**config.mk**
```make
export PLATFORM = sky130hd
export DESIGN_NAME = sw_debounce_leds
export DESIGN_NICKNAME = d
export VERILOG_FILES = /design/src/rtl/sw_debounce_leds.sv
export SDC_FILE = /design/constraint.sdc
export NUM_CORES = 1
export LEC_CHECK = 0
export CORE_MARGIN = 2
export CORE_UTILIZATION = 36
export DETAILED_ROUTE_END_ITERATION = 12
export PLACE_DENSITY = 0.57
export SETUP_SLACK_MARGIN = 0.4
export SYNTH_ARGS = -nofsm -noshare
export SYNTH_HDL_FRONTEND = slang
export SYNTH_SLANG_ARGS = --single-unit
```
**constraint.sdc**
```tcl
create_clock -name clk -period 1.7 [get_ports clk]
set_input_delay 0.51 -clock clk [delete_from_list [all_inputs] [get_ports clk]]
set_output_delay 0.51 -clock clk [all_outputs]
set_load 0.01 [all_outputs]
```
**src/rtl/sw_debounce_leds.sv**
```systemverilog
// Switch synchroniser/debouncer driving registered LED gates, event and press counter.
// Optional heartbeat divider enabled by defining HEARTBEAT_EN.
module sw_debounce_leds #(
    parameter int NUM_SW          = 2,
    parameter int DEBOUNCE_CYCLES = 1000,
    parameter int CNT_W           = 4,
    parameter int BLINK_DIV_W     = 24
) (
    input  logic              clk,
    input  logic              rst_n,
    input  logic [NUM_SW-1:0] sw,
    input  logic              cnt_clr,
    output logic [NUM_SW-1:0] led_sw,
    output logic              led_and,
    output logic              led_or,
    output logic              led_xor,
    output logic              led_event,
    output logic [CNT_W-1:0]  led_cnt,
    output logic              led_heartbeat
);

    localparam int DW = $clog2(DEBOUNCE_CYCLES + 1);
    localparam logic [DW-1:0] DC_LAST = DW'(DEBOUNCE_CYCLES - 1);

    logic [NUM_SW-1:0] r_sync1;
    logic [NUM_SW-1:0] r_sync2;
    logic [NUM_SW-1:0] r_stable;
    logic [NUM_SW-1:0] r_stable_q;
    logic [DW-1:0]     r_dcnt [NUM_SW];
    logic              r_and;
    logic              r_or;
    logic              r_xor;
    logic              r_event;
    logic [CNT_W-1:0]  r_cnt;
    logic              w_rise;

    always_ff @(posedge clk or negedge rst_n) begin
        if (!rst_n) begin
            r_sync1  <= '0;
            r_sync2  <= '0;
            r_stable <= '0;
            for (int i = 0; i < NUM_SW; i++) begin
                r_dcnt[i] <= '0;
            end
        end else begin
            r_sync1 <= sw;
            r_sync2 <= r_sync1;
            // A non-zero count means this channel is pending a new level.
            for (int i = 0; i < NUM_SW; i++) begin
                if (r_sync2[i] == r_stable[i]) begin
                    r_dcnt[i] <= '0;
                end else if (r_dcnt[i] == DC_LAST) begin
                    r_stable[i] <= r_sync2[i];
                    r_dcnt[i]   <= '0;
                end else begin
                    r_dcnt[i] <= r_dcnt[i] + 1'b1;
                end
            end
        end
    end

    assign w_rise = r_stable[0] & ~r_stable_q[0];

    always_ff @(posedge clk or negedge rst_n) begin
        if (!rst_n) begin
            r_stable_q <= '0;
            r_and      <= 1'b0;
            r_or       <= 1'b0;
            r_xor      <= 1'b0;
            r_event    <= 1'b0;
            r_cnt      <= '0;
        end else begin
            r_stable_q <= r_stable;
            r_and      <= &r_stable;
            r_or       <= |r_stable;
            r_xor      <= ^r_stable;
            r_event    <= |(r_stable ^ r_stable_q);
            if (cnt_clr) begin
                r_cnt <= '0;
            end else if (w_rise) begin
                r_cnt <= r_cnt + 1'b1;
            end
        end
    end

`ifdef HEARTBEAT_EN
    logic [BLINK_DIV_W-1:0] r_div;

    always_ff @(posedge clk or negedge rst_n) begin
        if (!rst_n) begin
            r_div <= '0;
        end else begin
            r_div <= r_div + 1'b1;
        end
    end

    assign led_heartbeat = r_div[BLINK_DIV_W-1];
`else
    // Width only matters with the divider; this is constant 0.
    assign led_heartbeat = (BLINK_DIV_W < 0);
`endif

    assign led_sw    = r_stable;
    assign led_and   = r_and;
    assign led_or    = r_or;
    assign led_xor   = r_xor;
    assign led_event = r_event;
    assign led_cnt   = r_cnt;

endmodule

```
# --- Yosys cells after proc, flatten, opt, wreduce, memory -nomap -nowiden ---
# Cells that the tools add are included.
word_totals:
  output_inout_bits: 11
  ff_bits: 36
  wordCells: 37
  input_bits: 5
op_classes:
  muxes: 6
  bitwise_logic: 5
  addsub: 3
  eq_ne: 4
  reduce_logical: 7
ops:
  columns: ["cell", "n"]
  rows:
  - ["$mux W10", 4]
  - ["$add A10 B1 Y10 const B", 2]
  - ["$eq A10 B10 Y1 const B", 2]
  - ["$mux W4", 2]
  - ["$reduce_and A2 Y1", 3]
  - ["$add A4 B1 Y4 const B", 1]
  - ["$reduce_or A2 Y1", 2]
  - ["$not A1 Y1", 3]
  - ["$eq A1 B1 Y1", 2]
  - ["$reduce_bool A2 Y1", 1]
  - ["$reduce_xor A2 Y1", 1]
  - ["$xor A2 B2 Y2", 1]
  - ["$and A1 B1 Y1", 1]

# --- Logic depth before layout (Yosys ltp) ---
depth:
  word_depth: 4
  ltp_mapped: 5
  depth_no_buf: 5

# --- Worst setup path before layout ---
# OpenSTA, ideal clock, no wires.
synth_path:
  path_kind: "register to register"
  from: "register r_dcnt[0] (netlist name)"
  to: "register r_stable[1] (netlist: led_sw[1])"
  period_less_slack_ns: 1.531
  stages_incl_launch_ff: 6
  path_slack_ns: 0.169
  required_ns: 1.575
  arrival_ns: 1.406
  setup_ns: 0.125
  path_buffers: 0
  path_cell_list: "dfrtp_1 ha_1 nand2_2 nor4b_4 nand3_2 mux2_4"
synth_between:
  elab_chain_cells: 2
synth_lines:
  columns: ["item", "line_no", "text"]
  rows:
  - ["start: declaration", "29", "logic [DW-1:0] r_dcnt [NUM_SW];"]
  - ["start signal: indexed assignment", "56", "r_dcnt[i] <= r_dcnt[i] + 1'b1;"]
  - ["$eq A10 B10 Y1", "52", "end else if (r_dcnt[i] == DC_LAST) begin"]
  - ["$reduce_and A2 Y1 (no source line)", null, null]
  - ["end signal: indexed assignment", "53", "r_stable[i] <= r_sync2[i];"]
  - ["end: declaration", "27", "logic [NUM_SW-1:0] r_stable;"]
# Every way passes these cells.
# A chain may end at the register's enable or synchronous reset.

# --- Final worst setup path ---
layout_path:
  from: "register r_dcnt[1] (netlist name)"
  to: "register r_dcnt[6] (netlist name)"
layout_between:
  elab_chain_cells: 3
  word_cells_on_any_way: 4
  cone_classes: "add/sub (1); eq/ne (1); mux (2)"
layout_lines:
  columns: ["item", "line_no", "text"]
  rows:
  - ["$add A10 B1 Y10 or $eq A10 B10 Y1 (tied branches)", "56, 52", null]
  - ["$mux W10 (*)", "52", null]
  - ["$mux W10 (*)", "50", "if (r_sync2[i] == r_stable[i]) begin"]
# Mark *: on every way between the ends. The rest lies on a longest branch, timed or not.

==> metrics <==
post-synthesis register bit count=36; Crit Path Category=reg -> reg; most frequent cell after synthesis=dfrtp_1; RSZ-0062 raised after global routing=true; CP bufs+invs=1; CTS tree=done; sw power=395 uW; RD Place Congestion=0.759; Worst-path clk slew=70 ps; critical path, cell by cell=ha_4 > nand2_4 > nor4b_4 > buf_4 > a31o_4 > nor2_1; Die H=roughly 71 um; Hold/Removal Path Class=reg -> reg; Worst Setup Start Kind=flop; Synth Instances=149; sequential area share after synthesis=0.557; vias per cell=4.97; clk buf depth=2; sequential fraction of design power=0.505; Slowest-stage cell, CP=dfrtp_1; Post-Synth Adder-Cell Area=0.0464; Crit. End Element=flop; synth top area cells=dfrtp_1, nor2_1, xnor2_1; clock latency at the later pin of the worst-skew pair=290 ps; DRC Markers=0; synthesized area per cell=10.8 um2; Most used DFF post-synth=dfrtp_1; post-route ant nets=0; n_diodes=0; die area=5040 um2; CP arrival=1640 ps; GRT Residual Overflow=0; Final Power=1760 uW; period utilization=0.863; met3 Use GR=0.0499; Fmax=~680 MHz; Cell Pwr Density=753 nW/um2; clock skew=around 9.1 ps; combinational group share of total power=0.069; I/O Pins=16; vias in the first global route=1267; first-pass iteration count of the detailed router=4; global-route usage over all layers=0.151; Synth top cells by count=dfrtp_1, nor2_1, nand3_1, nand2_1, xnor2_1; H-tree levels=2; clk sinks=36; minimum clock period after layout=1470 ps; Wirelength per Cell=14.0 um; Cell Area, Synth=1620 um2; maximum VDD drop=a little over 0.0003 V; Final Core Density=0.539; largest family of logic cells by synthesized area=simple AND/OR/NAND/NOR gates; Rows=24; switching share of power=0.224; Global Route met2 Usage=0.254; clk root buf=clkbuf_8; layout net count=208; syn nets=160; setup TNS=0 ps; crit-path max FO=5; share of cells above drive strength 1=0.419; met1 Use GR=0.176; CTS Buf Count=5; Initial Util=0.371; Max Slew Vio Count=0; MaxCap Viol Count=0; Setup-failing EPs final=0; CP delay by family, top=flip-flops; Final Hold Fails=0; cts hold-fix bufs=0; post-synth top area share=0.557; asr flop ratio synth=1.00; Static Leak=approximately 0.0010 uW; clock share of power=0.426; compound-gate portion of the synthesized area=0.0766; post-DP HPWL=2.02 mm; Yosys warning count=0; Die Span X=71.0 um; port bufs=14; fillers=374; post-synth cell types=34; via count=1243; Post-Route WL=3.49 mm; internal power=roughly 1400 uW; initial antenna violation count=0; Synth Area in XOR/XNOR=0.0813; Core Box Area=around 4400 um2; simple-gate share of the synthesized area=0.190; Post-synth EDFFs=0; Area Overhead vs Synth=45.0%; drt first-iter violations=between 50 and 60; first-pass GRT wire length=5.86 mm; Critical Path RT=1870 ps; Synth area leader=dfrtp_1; maximum number of pins on one net before global-route repair=37; gr busiest metal=met2; outcome=complete, no violations; Largest stage delay, worst path=around 400 ps; post-synthesis mux area share=0.0224
power groups by stage:
| stage | clock network, uW | registers (uW) | logic (uW) |
|---|---|---|---|
| floorplan | 0 | 902 | 34.0 |
| global placement | 0 | 905 | 73.5 |
| detailed placement | 0 | 906 | 76.5 |
| CTS | 769 | 889 | 104 |
| global route | 803 | 893 | 138 |
| finish | 752 | 892 | 121 |
stage by stage:
stage,hold slack [ps],setup WS (ps),std cells,area [um2]
floorplan,214,186,149,1640
global placement,337,132,219,1890
detailed placement,339,84.3,219,1890
CTS,358,188,242,2170
global route,361,184,250,2340
finish,357,233,250,2340
routing by layer:
layer / wire (um) / share of wire
met1: 1410 / 0.40
met2: 1780 / 0.51
met4: 118 / 0.034
met3: 185 / 0.053
met5: 0 / 0
registers in the layout (all words and copies together), names as in the netlist, 2 cells and up:
name / count
r_dcnt: 20
r_stable_q: 2
r_sync1: 2
led_sw: 2
led_cnt: 4
r_sync2: 2
layout by cell type (no fill, tap or decap), drive strengths merged, types with 2 or more instances in the layout:
master / n
xor2: 6
nand3: 12
inv: 8
mux2: 2
xnor2: 9
dfrtp: 36
buf: 37
and3: 2
ha: 6
a21oi: 5
a31oi: 2
nand2: 10
nand2b: 2
clkbuf: 6
o21ai: 2
nand3b: 2
clkdlybuf4s50: 4
nor2: 27
nor4: 3
area by class of cell:
class                      count  area, um2  share of cell area
sequential                    36        902               0.385
inverter                       8       30.0              0.0128
multi-input combinational    104        901               0.384
timing repair buffer          42        335               0.143
clock inverter                 3       42.5              0.0181
clock buffer                   5       68.8              0.0293
tap                           52       65.1              0.0277
cell families (layout without fill, tap and decap cells):
kind of cell             count (synthesis)  count (layout)
AND/OR/NAND/NOR                         62              62
flip-flops                              36              36
AO/OA/AOI/OAI                           17              17
XOR/XNOR                                15              15
buffers and inverters                    9              58
adder cells (fa/ha/maj)                  6               6
multiplexers                             3               3
other                                    1               1
path summary, 6_finish.rpt:
check,slack (ps),endpoint,depth (start not counted),from
worst max-delay path,230,r_dcnt[6],6,r_dcnt[1]
worst min-delay path,360,r_sync2[0],0,r_sync1[0]
worst max register to register,230,r_dcnt[6],6,r_dcnt[1]
worst min register to register,360,r_sync2[0],0,r_sync1[0]
max in group asynchronous,920,r_dcnt[12],2,rst_n
min in group asynchronous,590,led_cnt[2],2,rst_n
timing repair:
item,in CTS,in global routing
buffers inserted,15,8
setup endpoints to repair,27,30
hold endpoints to repair,0,0
pin swaps,10,16
resized for setup,54,28
Note: power is estimated with default switching activity, not from simulation.
